<file path="src/rtl/serial_word_tx_if.sv">
// Handshake bundle for serial_word_tx: parallel word input plus the serial
// din/din_valid/ready link toward the FIR deserializer.
interface serial_word_tx_if #(
    parameter int DATA_WIDTH = 24
);
    logic [DATA_WIDTH-1:0] i_word;
    logic                  i_word_valid;
    logic                  o_word_ready;
    logic                  o_sdout;
    logic                  o_sdout_valid;
    logic                  i_sready;

    modport master (
        input  i_word, i_word_valid, i_sready,
        output o_word_ready, o_sdout, o_sdout_valid
    );

    modport slave (
        output i_word, i_word_valid, i_sready,
        input  o_word_ready, o_sdout, o_sdout_valid
    );
endinterface

</file>
<file path="src/rtl/serial_word_tx.sv">
// Bit-serial word transmitter: small word FIFO feeding an LSB-first shifter
// with a fixed idle gap after every frame.
module serial_word_tx #(
    parameter int DATA_WIDTH = 24,
    parameter int FIFO_DEPTH = 4,
    parameter int GAP_CYCLES = 1,
    parameter int CNT_WIDTH  = 16
) (
    input  logic                        i_clk,
    input  logic                        i_rst,
    input  logic                        i_en,
    serial_word_tx_if.master            sif,
    output logic                        o_busy,
    output logic [$clog2(FIFO_DEPTH):0] o_fifo_count,
    output logic [CNT_WIDTH-1:0]        o_words_sent
);
    localparam int PTR_W = $clog2(FIFO_DEPTH);
    localparam int OCC_W = PTR_W + 1;
    localparam int BIT_W = $clog2(DATA_WIDTH);
    localparam int GAP_W = (GAP_CYCLES > 1) ? $clog2(GAP_CYCLES) : 1;

    typedef enum logic [1:0] {IDLE, SHIFT, GAP} state_t;

    state_t                state_q, state_d;
    logic [DATA_WIDTH-1:0] mem_q [FIFO_DEPTH];
    logic [DATA_WIDTH-1:0] mem_d [FIFO_DEPTH];
    logic [PTR_W-1:0]      wr_ptr_q, wr_ptr_d, rd_ptr_q, rd_ptr_d;
    logic [OCC_W-1:0]      count_q, count_d;
    logic [DATA_WIDTH-1:0] shreg_q, shreg_d;
    logic [BIT_W-1:0]      bit_cnt_q, bit_cnt_d;
    logic [GAP_W-1:0]      gap_cnt_q, gap_cnt_d;
    logic [CNT_WIDTH-1:0]  sent_q, sent_d;
    logic                  word_ready, push, pop;

    // Ready ignores a same-cycle pop so it never depends on FSM decode.
    assign word_ready = !i_rst && i_en && (count_q != OCC_W'(FIFO_DEPTH));
    assign push       = sif.i_word_valid && word_ready;

    always_comb begin
        state_d   = state_q;
        shreg_d   = shreg_q;
        bit_cnt_d = bit_cnt_q;
        gap_cnt_d = gap_cnt_q;
        sent_d    = sent_q;
        pop       = 1'b0;
        case (state_q)
            IDLE: begin
                if (count_q != '0) begin
                    pop       = 1'b1;
                    shreg_d   = mem_q[rd_ptr_q];
                    bit_cnt_d = '0;
                    state_d   = SHIFT;
                end
            end
            SHIFT: begin
                if (sif.i_sready) begin
                    shreg_d   = shreg_q >> 1;
                    bit_cnt_d = bit_cnt_q + BIT_W'(1);
                    if (bit_cnt_q == BIT_W'(DATA_WIDTH - 1)) begin
                        state_d   = GAP;
                        gap_cnt_d = GAP_W'(GAP_CYCLES - 1);
                        sent_d    = sent_q + CNT_WIDTH'(1);
                    end
                end
            end
            GAP: begin
                if (gap_cnt_q == '0) state_d = IDLE;
                else                 gap_cnt_d = gap_cnt_q - GAP_W'(1);
            end
            default: state_d = IDLE;
        endcase
    end

    always_comb begin
        mem_d    = mem_q;
        wr_ptr_d = wr_ptr_q;
        rd_ptr_d = rd_ptr_q;
        count_d  = count_q;
        if (push) begin
            mem_d[wr_ptr_q] = sif.i_word;
            wr_ptr_d        = wr_ptr_q + PTR_W'(1);
        end
        if (pop) rd_ptr_d = rd_ptr_q + PTR_W'(1);
        case ({push, pop})
            2'b10:   count_d = count_q + OCC_W'(1);
            2'b01:   count_d = count_q - OCC_W'(1);
            default: count_d = count_q;
        endcase
    end

    // i_en low freezes every register, so the serial outputs hold as well.
    always_ff @(posedge i_clk) begin
        if (i_rst) begin
            state_q   <= IDLE;
            wr_ptr_q  <= '0;
            rd_ptr_q  <= '0;
            count_q   <= '0;
            shreg_q   <= '0;
            bit_cnt_q <= '0;
            gap_cnt_q <= '0;
            sent_q    <= '0;
        end else if (i_en) begin
            state_q   <= state_d;
            wr_ptr_q  <= wr_ptr_d;
            rd_ptr_q  <= rd_ptr_d;
            count_q   <= count_d;
            shreg_q   <= shreg_d;
            bit_cnt_q <= bit_cnt_d;
            gap_cnt_q <= gap_cnt_d;
            sent_q    <= sent_d;
        end
    end

    always_ff @(posedge i_clk) begin
        if (i_en) mem_q <= mem_d;
    end

    assign sif.o_word_ready  = word_ready;
    assign sif.o_sdout_valid = (state_q == SHIFT);
    assign sif.o_sdout       = (state_q == SHIFT) && shreg_q[0];
    assign o_busy            = (state_q != IDLE) || (count_q != '0);
    assign o_fifo_count      = count_q;
    assign o_words_sent      = sent_q;
endmodule
</file>
<file path="src/flat_wrapper.sv">
// flat-port wrapper written by rule: the top's interface ports become plain ports
module serial_word_tx_flat 
#(
    parameter int DATA_WIDTH = 24,
    parameter int FIFO_DEPTH = 4,
    parameter int GAP_CYCLES = 1,
    parameter int CNT_WIDTH  = 16
)
  (i_clk, i_rst, i_en, o_busy, o_fifo_count, o_words_sent, sif_i_word, sif_i_word_valid, sif_i_sready, sif_o_word_ready, sif_o_sdout, sif_o_sdout_valid);
  serial_word_tx_if #(.DATA_WIDTH(DATA_WIDTH)) sif_i ();
  input  logic i_clk;
  input  logic i_rst;
  input  logic i_en;
  output logic o_busy;
  output logic [$clog2(FIFO_DEPTH):0] o_fifo_count;
  output logic [CNT_WIDTH-1:0] o_words_sent;
  input wire logic [$bits(sif_i.i_word)-1:0] sif_i_word;
  input wire logic [$bits(sif_i.i_word_valid)-1:0] sif_i_word_valid;
  input wire logic [$bits(sif_i.i_sready)-1:0] sif_i_sready;
  output wire logic [$bits(sif_i.o_word_ready)-1:0] sif_o_word_ready;
  output wire logic [$bits(sif_i.o_sdout)-1:0] sif_o_sdout;
  output wire logic [$bits(sif_i.o_sdout_valid)-1:0] sif_o_sdout_valid;
  assign sif_i.i_word = sif_i_word;
  assign sif_i.i_word_valid = sif_i_word_valid;
  assign sif_i.i_sready = sif_i_sready;
  assign sif_o_word_ready = sif_i.o_word_ready;
  assign sif_o_sdout = sif_i.o_sdout;
  assign sif_o_sdout_valid = sif_i.o_sdout_valid;
  serial_word_tx #(.DATA_WIDTH(DATA_WIDTH), .FIFO_DEPTH(FIFO_DEPTH), .GAP_CYCLES(GAP_CYCLES), .CNT_WIDTH(CNT_WIDTH)) u_core (.i_clk(i_clk), .i_rst(i_rst), .i_en(i_en), .sif(sif_i), .o_busy(o_busy), .o_fifo_count(o_fifo_count), .o_words_sent(o_words_sent));
endmodule
</file>
<file path="config.mk">
export PLATFORM = sky130hd
export DESIGN_NAME = serial_word_tx_flat
export DESIGN_NICKNAME = d
export VERILOG_FILES = /design/src/rtl/serial_word_tx_if.sv /design/src/rtl/serial_word_tx.sv /design/src/flat_wrapper.sv
export SDC_FILE = /design/constraint.sdc
export NUM_CORES = 1
export LEC_CHECK = 0
export ABC_AREA = 1
export BUFFER_PORTS_ARGS = -buffer_cell sky130_fd_sc_hd__buf_4
export CAP_MARGIN = 10
export CORE_UTILIZATION = 34
export DETAILED_ROUTE_END_ITERATION = 8
export HOLD_SLACK_MARGIN = 0.06
export SYNTH_ARGS = -nofsm -noshare
export SYNTH_HDL_FRONTEND = slang
export SYNTH_SLANG_ARGS = --single-unit
</file>
<file path="constraint.sdc">
create_clock -name i_clk -period 2.2 [get_ports i_clk]
set_input_delay 0 -clock i_clk [delete_from_list [all_inputs] [get_ports i_clk]]
set_output_delay 0 -clock i_clk [all_outputs]
set_load 0.1 [all_outputs]
</file>
==> impl_metrics.toml <==
[outcome]
outcome = "complete, no violations"

[job]
drv_cap = 0

[yosys]
ys_seq_area_share_pct = 59.58
yosys.area.top_type = "edfxtp_1"
ys_ff_latch = 150
synth_flop_cell = "edfxtp_1"
ys_warn_count = 0
yosysMostFrequentCell = "nand2_1"
synth.avg_cell_area_um2 = 8.753
synth_commonest_cells = "272 x nand2_1, 96 x edfxtp_1, 75 x nand3_1"
synth_top_area_share_pct = 43.33
synth_cell_types = 29
synth_edf_count = 96
netlist_instances = 760
syn-num-nets = 797
syn_area_um2 = 6653
yosys-top-cells-area = "edfxtp_1 43%, dfxtp_1 16%, nand2_1 15%"
synthArstFlopShare_pct = 0

[detailed_routing]
drc_errors = 0
ant_nets = 0
dr.pass1.iters = 4
wl_per_cell_um = 12.29
finalWirelength_mm = 13.67
num_vias = 4900
viasPerCell = 4.406
drt-initial-drc-count = 248

[timing]
setup_slack_ps = 287.0
relSlewSlack_pct = 63.98
hold_viol = 0
drv_slew = 0
tns_ps = 0
setup_violations = 0
timing.fmax_ghz = 0.5227
fin_worst_skew_ps = 15.36
fin_crit_ps = 1913
finalCritPeriodShare_pct = 86.95
worst_pin_slew_ps = 540.3
grt_setup_unrepaired = "false"

[global_routing]
overflow = 0
grt_pass1_wl_mm = 22.91
grt_use_met1_pct = 18.96
busiest_layer = "met2"
grt_pass1_vias = 4639
grt_use_met2_pct = 24.32
grt_usage_pct = 14.77
grtUsageMet3_pct = 3.240
grt_max_degree = 53
grt_antenna_before_repair = 0

[critical_path]
cp-start-kind = "register"
critical-path-max-stage-delay_ps = 440
path_depth = 4
crit_top_cell = "buf_4"
cpLargestDelayFamily = "buffers and inverters"
critPathCapture = "sif_o_sdout"
crit_slowest_cell = "dfxtp_1"
criticalPathCategory = "register to primary output"
ff2ff_path_depth = 11
r2r-end = "u_core.o_fifo_count[2]"
ff2ff_setup_slack_ps = 350
worst_setup_path_end_kind = "primary output"
crit_path_start = "u_core.state_q[0]"
worstPathArrival_ps = 1910
critPathMaxFanout = 17
reg2reg_from = "u_core.o_fifo_count[0]"
path_cells = "nand2_2 -> buf_4 -> nor2_1 -> buf_4"
cp.buffers_inverters = 2
required_ps = 2200

[floorplan]
die_y_um = 141.9
io_pins = 52
rows = 50
start_util_pct = 35.10
fp.coreArea_um2 = 18960
die_area_um2 = 20130
die_w_um = 141.9

[cts]
cts_buffer_depth = 2
cts_setup_buffers = 0
postCtsHoldBufs = 30
cts_sinks = 150
cts_tree = "yes"
clkSlewWorstSetupHoldPaths_ps = 70
cts-root-buf = "clkbuf_16"
cts-htree-levels = 4
cts_buffers = 17
post_cts_resized = 0
clk-insertion-delay-late_ps = 420

[cells_and_area]
fin_area_um2 = 8210
diodes = 0
syn_to_final_growth_pct = 23.42
drive_gt1_share_pct = 14.55
finalNonFillerCells = 1112
nets = 876
fillers = 1828

[place]
dpl_worst_slack_ps = 361.7
dpl_cell_area_um2 = 7307
gp_congestion = 0.7552
placedCellCount = 1050
place_hpwl_mm = 8.055
portBuffers = 51

[power_and_ir_drop]
pwr_density_cell_nw_per_um2 = 1086
p_leak_nw = 3.402
ir_drop_mv = 0.7066

[worst_hold_path]
min_path_type = "input port to register"
==> worst reg2reg max path, cell delays in order (launching register included) <==
cell	delay, ps
dfxtp_4	340
nor2_1	180
nand2_1	100
nand4_1	110
ha_1	150
inv_1	60
fa_1	380
a21oi_1	140
o21ai_0	110
nand2_1	70
nand2_1	40
nor2_1	100
==> cells in the final DEF (no fill, tap or decap), types with 4 or more instances in the layout <==
cell,Yosys,final
a21oi_1,42,42
buf_4,7,64
clkbuf_16,0,17
dfxtp_1,54,51
dlygate4sd3_1,0,30
edfxtp_1,96,96
ha_1,7,7
inv_1,70,70
inv_6,0,7
inv_8,0,4
nand2_1,272,272
nand2_2,9,9
nand3_1,75,75
nand4_1,4,4
nor2_1,67,62
nor2_4,2,6
o21ai_0,10,10
==> flip-flops by register name, indices dropped and copies added (netlist names) <==
register	flops
u_core.state_q	2
u_core.mem_q	96
u_core.shreg_q	24
u_core.bit_cnt_q	5
u_core.rd_ptr_q	2
u_core.wr_ptr_q	2
u_core.o_fifo_count	3
u_core.o_words_sent	16
==> per-stage QoR <==
step | hold slack [ps] | util (%) | power [mW]
3_3_place_gp | 202.7 | 38.55 | 5.967
6_report | 318.8 | 43.31 | 8.913
2_1_floorplan | 98.87 | - | 5.497
3_5_place_dp | 202.1 | 38.55 | 5.990
5_1_grt | 299.5 | 43.31 | 9.482
4_1_cts | 301.4 | 43.31 | 9.016
==> metal layers <==
layer / part of all wire (%) / up-vias
met3: 2.7 / 11
met2: 47 / 58
met1: 49 / 2229
met4: 1.3 / 0
li1: - / 2602
met5: 0 / -
==> area by class of cell <==
type | count | area, um2 | share of cell area [%]
multi-input combinational | 501 | 2243 | 27.32
clock inverter | 14 | 173.9 | 2.118
tap | 260 | 325.3 | 3.962
timing repair buffer | 94 | 780.7 | 9.509
sequential | 150 | 3975 | 48.42
clock buffer | 18 | 429.2 | 5.227
inverter | 75 | 282.8 | 3.444
==> how the worst min path moves through the flow <==
stage                        to           start  depth (start not counted)
6_report        u_core.mem_q[7]   sif_i_word[7]                          2
5_1_grt         u_core.mem_q[7]   sif_i_word[7]                          2
4_1_cts         u_core.mem_q[7]   sif_i_word[7]                          2
3_5_place_dp   u_core.mem_q[35]  sif_i_word[11]                          1
3_3_place_gp    u_core.mem_q[9]   sif_i_word[9]                          1
2_1_floorplan   u_core.mem_q[0]   sif_i_word[0]                          0
==> kinds of logic after synthesis <==
logic type      after synthesis  share of synthesized area [%]
simple gates                436                          27.12
flops                       150                          59.58
buf+inv                     109                          7.184
compound gates               56                          4.363
fa+ha+maj                     8                          1.617
xor+xnor                      1                         0.1317
==> power by group <==
group          internal [mW]  leakage [nW]  switching [mW]  total (mW)
clock                   1.73         0.295            1.24        2.96
sequential              3.18          1.31          0.0781        3.26
combinational          0.776          1.80            1.91        2.69
total                   5.69          3.40            3.23        8.91
Note: power is estimated with default switching activity, not from simulation.
